===== src/rtl/alu_issue.sv =====
// alu_issue: issue/capture front-end for a combinational ALU with per-opcode settling budget.
// Optional feature: define ALU_ISSUE_DZ_FLAG_EN to register a divide-by-zero flag on rsp_dz.
module alu_issue #(
    parameter int DATA_WIDTH = 16,
    parameter int MUL_CYCLES = 2,
    parameter int DIV_CYCLES = 4
) (
    input  logic                  clk,
    input  logic                  rst,
    input  logic                  req_valid,
    output logic                  req_ready,
    input  logic [2:0]            req_oc,
    input  logic [DATA_WIDTH-1:0] req_a,
    input  logic [DATA_WIDTH-1:0] req_b,
    output logic [2:0]            alu_oc,
    output logic [DATA_WIDTH-1:0] alu_a,
    output logic [DATA_WIDTH-1:0] alu_b,
    input  logic [DATA_WIDTH-1:0] alu_f,
    output logic                  rsp_valid,
    input  logic                  rsp_ready,
    output logic [DATA_WIDTH-1:0] rsp_f,
    output logic [2:0]            rsp_oc,
    output logic                  rsp_dz
);
    localparam int ML   = MUL_CYCLES < 1 ? 1 : MUL_CYCLES;
    localparam int DL   = DIV_CYCLES < 1 ? 1 : DIV_CYCLES;
    localparam int MAXL = ML > DL ? ML : DL;
    localparam int CW   = MAXL > 1 ? $clog2(MAXL) : 1;

    typedef enum logic [1:0] {IDLE, EXEC, DONE} state_t;

    state_t                state_q, state_d;
    logic [CW-1:0]         cnt_q, cnt_d;
    logic [2:0]            alu_oc_q, alu_oc_d, rsp_oc_q, rsp_oc_d;
    logic [DATA_WIDTH-1:0] alu_a_q, alu_a_d, alu_b_q, alu_b_d, rsp_f_q, rsp_f_d;

    assign req_ready = state_q == IDLE;
    assign rsp_valid = state_q == DONE;
    assign alu_oc    = alu_oc_q;
    assign alu_a     = alu_a_q;
    assign alu_b     = alu_b_q;
    assign rsp_f     = rsp_f_q;
    assign rsp_oc    = rsp_oc_q;

`ifdef ALU_ISSUE_DZ_FLAG_EN
    logic dz_q, dz_d;
    assign rsp_dz = dz_q;
    // divide-by-zero flag, refreshed on every capture
    always_comb begin
        dz_d = dz_q;
        if (state_q == EXEC && cnt_q == '0) dz_d = alu_oc_q == 3'b011 && alu_b_q == '0;
    end
    // flag register
    always_ff @(posedge clk or posedge rst) begin
        if (rst) dz_q <= 1'b0;
        else     dz_q <= dz_d;
    end
`else
    assign rsp_dz = 1'b0;
`endif

    // next-state: accept in IDLE, count down settling cycles in EXEC, hold result in DONE
    always_comb begin
        state_d  = state_q;
        cnt_d    = cnt_q;
        alu_oc_d = alu_oc_q;
        alu_a_d  = alu_a_q;
        alu_b_d  = alu_b_q;
        rsp_f_d  = rsp_f_q;
        rsp_oc_d = rsp_oc_q;
        case (state_q)
            IDLE: if (req_valid) begin
                alu_oc_d = req_oc;
                alu_a_d  = req_a;
                alu_b_d  = req_b;
                cnt_d    = req_oc == 3'b010 ? CW'(ML - 1) : req_oc == 3'b011 ? CW'(DL - 1) : '0;
                state_d  = EXEC;
            end
            EXEC: if (cnt_q == '0) begin
                rsp_f_d  = alu_f;
                rsp_oc_d = alu_oc_q;
                state_d  = DONE;
            end else begin
                cnt_d = cnt_q - 1'b1;
            end
            DONE: if (rsp_ready) state_d = IDLE;
            default: state_d = IDLE;
        endcase
    end

    // state and datapath registers
    always_ff @(posedge clk or posedge rst) begin
        if (rst) begin
            state_q  <= IDLE;
            cnt_q    <= '0;
            alu_oc_q <= '0;
            alu_a_q  <= '0;
            alu_b_q  <= '0;
            rsp_f_q  <= '0;
            rsp_oc_q <= '0;
        end else begin
            state_q  <= state_d;
            cnt_q    <= cnt_d;
            alu_oc_q <= alu_oc_d;
            alu_a_q  <= alu_a_d;
            alu_b_q  <= alu_b_d;
            rsp_f_q  <= rsp_f_d;
            rsp_oc_q <= rsp_oc_d;
        end
    end
endmodule


===== config.mk =====
export PLATFORM = sky130hd
export DESIGN_NAME = alu_issue
export DESIGN_NICKNAME = d
export VERILOG_FILES = /design/src/rtl/alu_issue.sv
export SDC_FILE = /design/constraint.sdc
export NUM_CORES = 1
export LEC_CHECK = 0
export CAP_MARGIN = 0
export CELL_PAD_IN_SITES_DETAIL_PLACEMENT = 1
export CELL_PAD_IN_SITES_GLOBAL_PLACEMENT = 2
export CORE_MARGIN = 8
export CORE_UTILIZATION = 29
export DETAILED_ROUTE_END_ITERATION = 12
export PLACE_DENSITY_LB_ADDON = 0.1
export SLEW_MARGIN = 20
export SYNTH_ARGS = -nofsm -noshare
export SYNTH_HDL_FRONTEND = slang
export SYNTH_SLANG_ARGS = --single-unit

===== constraint.sdc =====
create_clock -name clk -period 3.6 [get_ports clk]
set_clock_uncertainty 0.05 [all_clocks]
set_input_delay 0.72 -clock clk [delete_from_list [all_inputs] [get_ports clk]]
set_output_delay 0.72 -clock clk [all_outputs]
set_load 0.005 [all_outputs]

==> reports/results.txt <==
Status: completed
Drt first pass iters: 2
Period minus WS final: 2.36 ns
Setup Viol. Count Final: 0
WL per Instance: 16.9 um
Fillers: 832
Synth cell types: 22
CP Launch Type: flop
Global route total overflow: 0
# clock sinks: 58
Cell taking the most area after synthesis: dfrtp_1
Cts hold-fix bufs: 0
Worst relative slew slack: 31.4%
# diodes: 0
Final WS setup: 1.24 ns
Mapped Area: 0.00241 mm2
Total Routing Usage GR: 11.2%
Commonest non-fill, non-tap cell in the layout: clkdlybuf4s50_1
FF/Latch Area: 0.00145 mm2
Crit. End Element: output port
Post-cts sizing count: 0
Fmax: 424 MHz
Area occupied by multi-input gates: 851 um2
CTS H-tree depth: 3
Final Hold Viols: 0
Post-Synthesis Cells: 141
Power Total: 0.00326 W
Worst slew pin tran: 1.03 ns
Sw Pwr: 0.000862 W
Max clock buf depth: 2
Worst EP required: 2.83 ns
Largest net degree at the start of global routing: 55
Placement row count: 33
Crit-path cells: or2b_1 > inv_1 > clkdlybuf4s50_1
Synth-to-Final Area Change: 56.2%
PortBufs: 110
Power per cell area: 865 mW/mm2
Flop pwr share: 36.0%
Fin crit share: 65.6%
Slowest CP cell: clkdlybuf4s50_1
RSZ-0062 raised after global routing: no
Max-Cap Viols: 0
Slowest stage delay, CP: 0.50 ns
Seq/Total Area, Yosys: 60.2%
I/O pin cnt: 112
DP Wirelength: 4370 um
Initial antenna violation count: 0
Syn Area/Cell: 17.1 um2
Post-Place Cells: 350
Worst Path Arrival: 1.59 ns
Slew Limit Fails: 0
Drt total wl: 6160 um
CTS Buf Count: 9
Die width: 107 um
Leak pwr: 1.62 nW
Vias post-DR: 1544
Warnings, synthesis: 0
Clock Tree Root: clkbuf_8
Vias per std cell: 4.24
Synthesized net count: 197
Switching portion of total power: 26.5%
Cell Count, Final, Fillers Out: 364
Layout cells sized above 1: 28.2%
CP Class: reg2out
Area contributors post-synth: dfrtp_1, mux2_4, mux2_2
Commonest cells after routing, fill and taps aside: clkdlybuf4s50_1, dfrtp_1, mux2_4, mux2_2, clkbuf_8
Logic pwr share: 46.1%
Iteration-0 DRC count of the detailed router: 31
CTS tree: done
Worst VDD drop: 399 uV
#FFs+latches synth: 58
Number of global-route vias before repair: 1763
Worst Path Max Fanout: 6
DP Worst Slack: 1.20 ns
Final net count: 312
# Post-CTS Setup Buffers: 0
Core ar.: 0.00813 mm2
Final ANT Viol Nets: 0
Hold Crit Class: reg2reg
Clk slew on worst S/H paths: 0.06 ns
Clock Power Share: 17.9%
Clk_lat worst skew: 0.33 ns
Die ar.: 0.0115 mm2
Yosys top cell area share: 60.2%
Routability Congestion: 0.626
Residual DRC: 0
Initial Utilization: 29.6%
TNS Setup: 0 ns
First-pass GRT wire length: 9890 um
Pint: 0.00239 W
Die Span Y: 107 um
metrics by stage:
stage                     utilization [%]  hold WS [ns]  area, um2
after floorplan                         -         0.439       2410
after global placement               43.9         0.437       3570
after detailed placement             43.9         0.442       3570
after CTS                            46.3         0.460       3760
after global routing                 46.3         0.474       3760
final                                46.3         0.457       3760
synth_stat cells:
cell      number
dfrtp_1       58
mux2_4        30
mux2_2        24
inv_1          5
buf_12         3
or2b_1         3
buf_2          2
mux2i_1        2
a21oi_2        1
a31oi_1        1
a41oi_1        1
and2_4         1
buf_4          1
buf_6          1
conb_1         1
ha_1           1
nand2b_1       1
nand3b_1       1
nor2_2         1
nor2b_1        1
nor3b_1        1
o21ai_0        1
sequential cells by signal, summed over array words and instances, names as in the netlist:
signal and count:
alu_a 16, alu_b 16, rsp_f 16, alu_oc 3
rsp_oc 3, cnt_q 2, state_q 2
final cells by class:
cell class | count | share of cell area, %
clock buffer | 11 | 4.02
tap | 105 | 3.49
inverter | 5 | 0.499
clock inverter | 3 | 1.06
timing repair buffer | 111 | 29.8
sequential | 58 | 38.6
multi-input combinational | 71 | 22.6
path summary, 6_finish.rpt:
| kind | from | end | slack [ns] | cells past startpoint |
|---|---|---|---|---|
| min | rsp_f[12]$_DFFE_PP0P_ | rsp_f[12]$_DFFE_PP0P_ | 0.46 | 1 |
| min in group asynchronous | rst | alu_a[0]$_DFFE_PP0P_ | 0.54 | 2 |
| max | state_q[1]$_DFFE_PP0P_ | rsp_valid | 1.24 | 3 |
| min reg2reg | rsp_f[12]$_DFFE_PP0P_ | rsp_f[12]$_DFFE_PP0P_ | 0.46 | 1 |
| max reg2reg | cnt_q[0]$_DFFE_PP0P_ | rsp_f[10]$_DFFE_PP0P_ | 1.53 | 4 |
| max in group asynchronous | rst | alu_b[6]$_DFFE_PP0P_ | 2.46 | 3 |
logic make-up (layout without fill, tap and decap cells):
family / after synthesis / after routing / share of synthesized area, %
and+or+nand+nor: 9 / 9 / 2.70
DFF: 58 / 58 / 60.2
other: 1 / 1 / 0.156
buffers and inverters: 12 / 130 / 4.47
AOI/OAI and AO/OA: 4 / 4 / 1.19
muxes: 56 / 56 / 30.7
adders and majority gates: 1 / 1 / 0.519
worst max-delay path, delay by kind of cell, from the launching register on:
family	cells	cell delay, ns
buf+inv	2	0.56
flops	1	0.45
simple gates	1	0.27
power groups by stage:
stage	registers [W]	clock network [W]	logic (W)
2_1_floorplan	0.00119	0	0.000712
3_3_place_gp	0.00118	0	0.00152
3_5_place_dp	0.00118	0	0.00153
4_1_cts	0.00118	0.000614	0.00154
5_1_grt	0.00122	0.000640	0.00163
6_report	0.00117	0.000582	0.00150
per-layer routing:
layer,share of wire (%),track usage [%],up-vias,wire length [um]
met3,11,6.24,5,706
met5,0,0,-,0
met1,45,14.2,759,2750
met4,0.71,3.02,0,44
li1,-,-,711,-
met2,43,15.8,69,2660
Power figures use the tool's default switching activity.
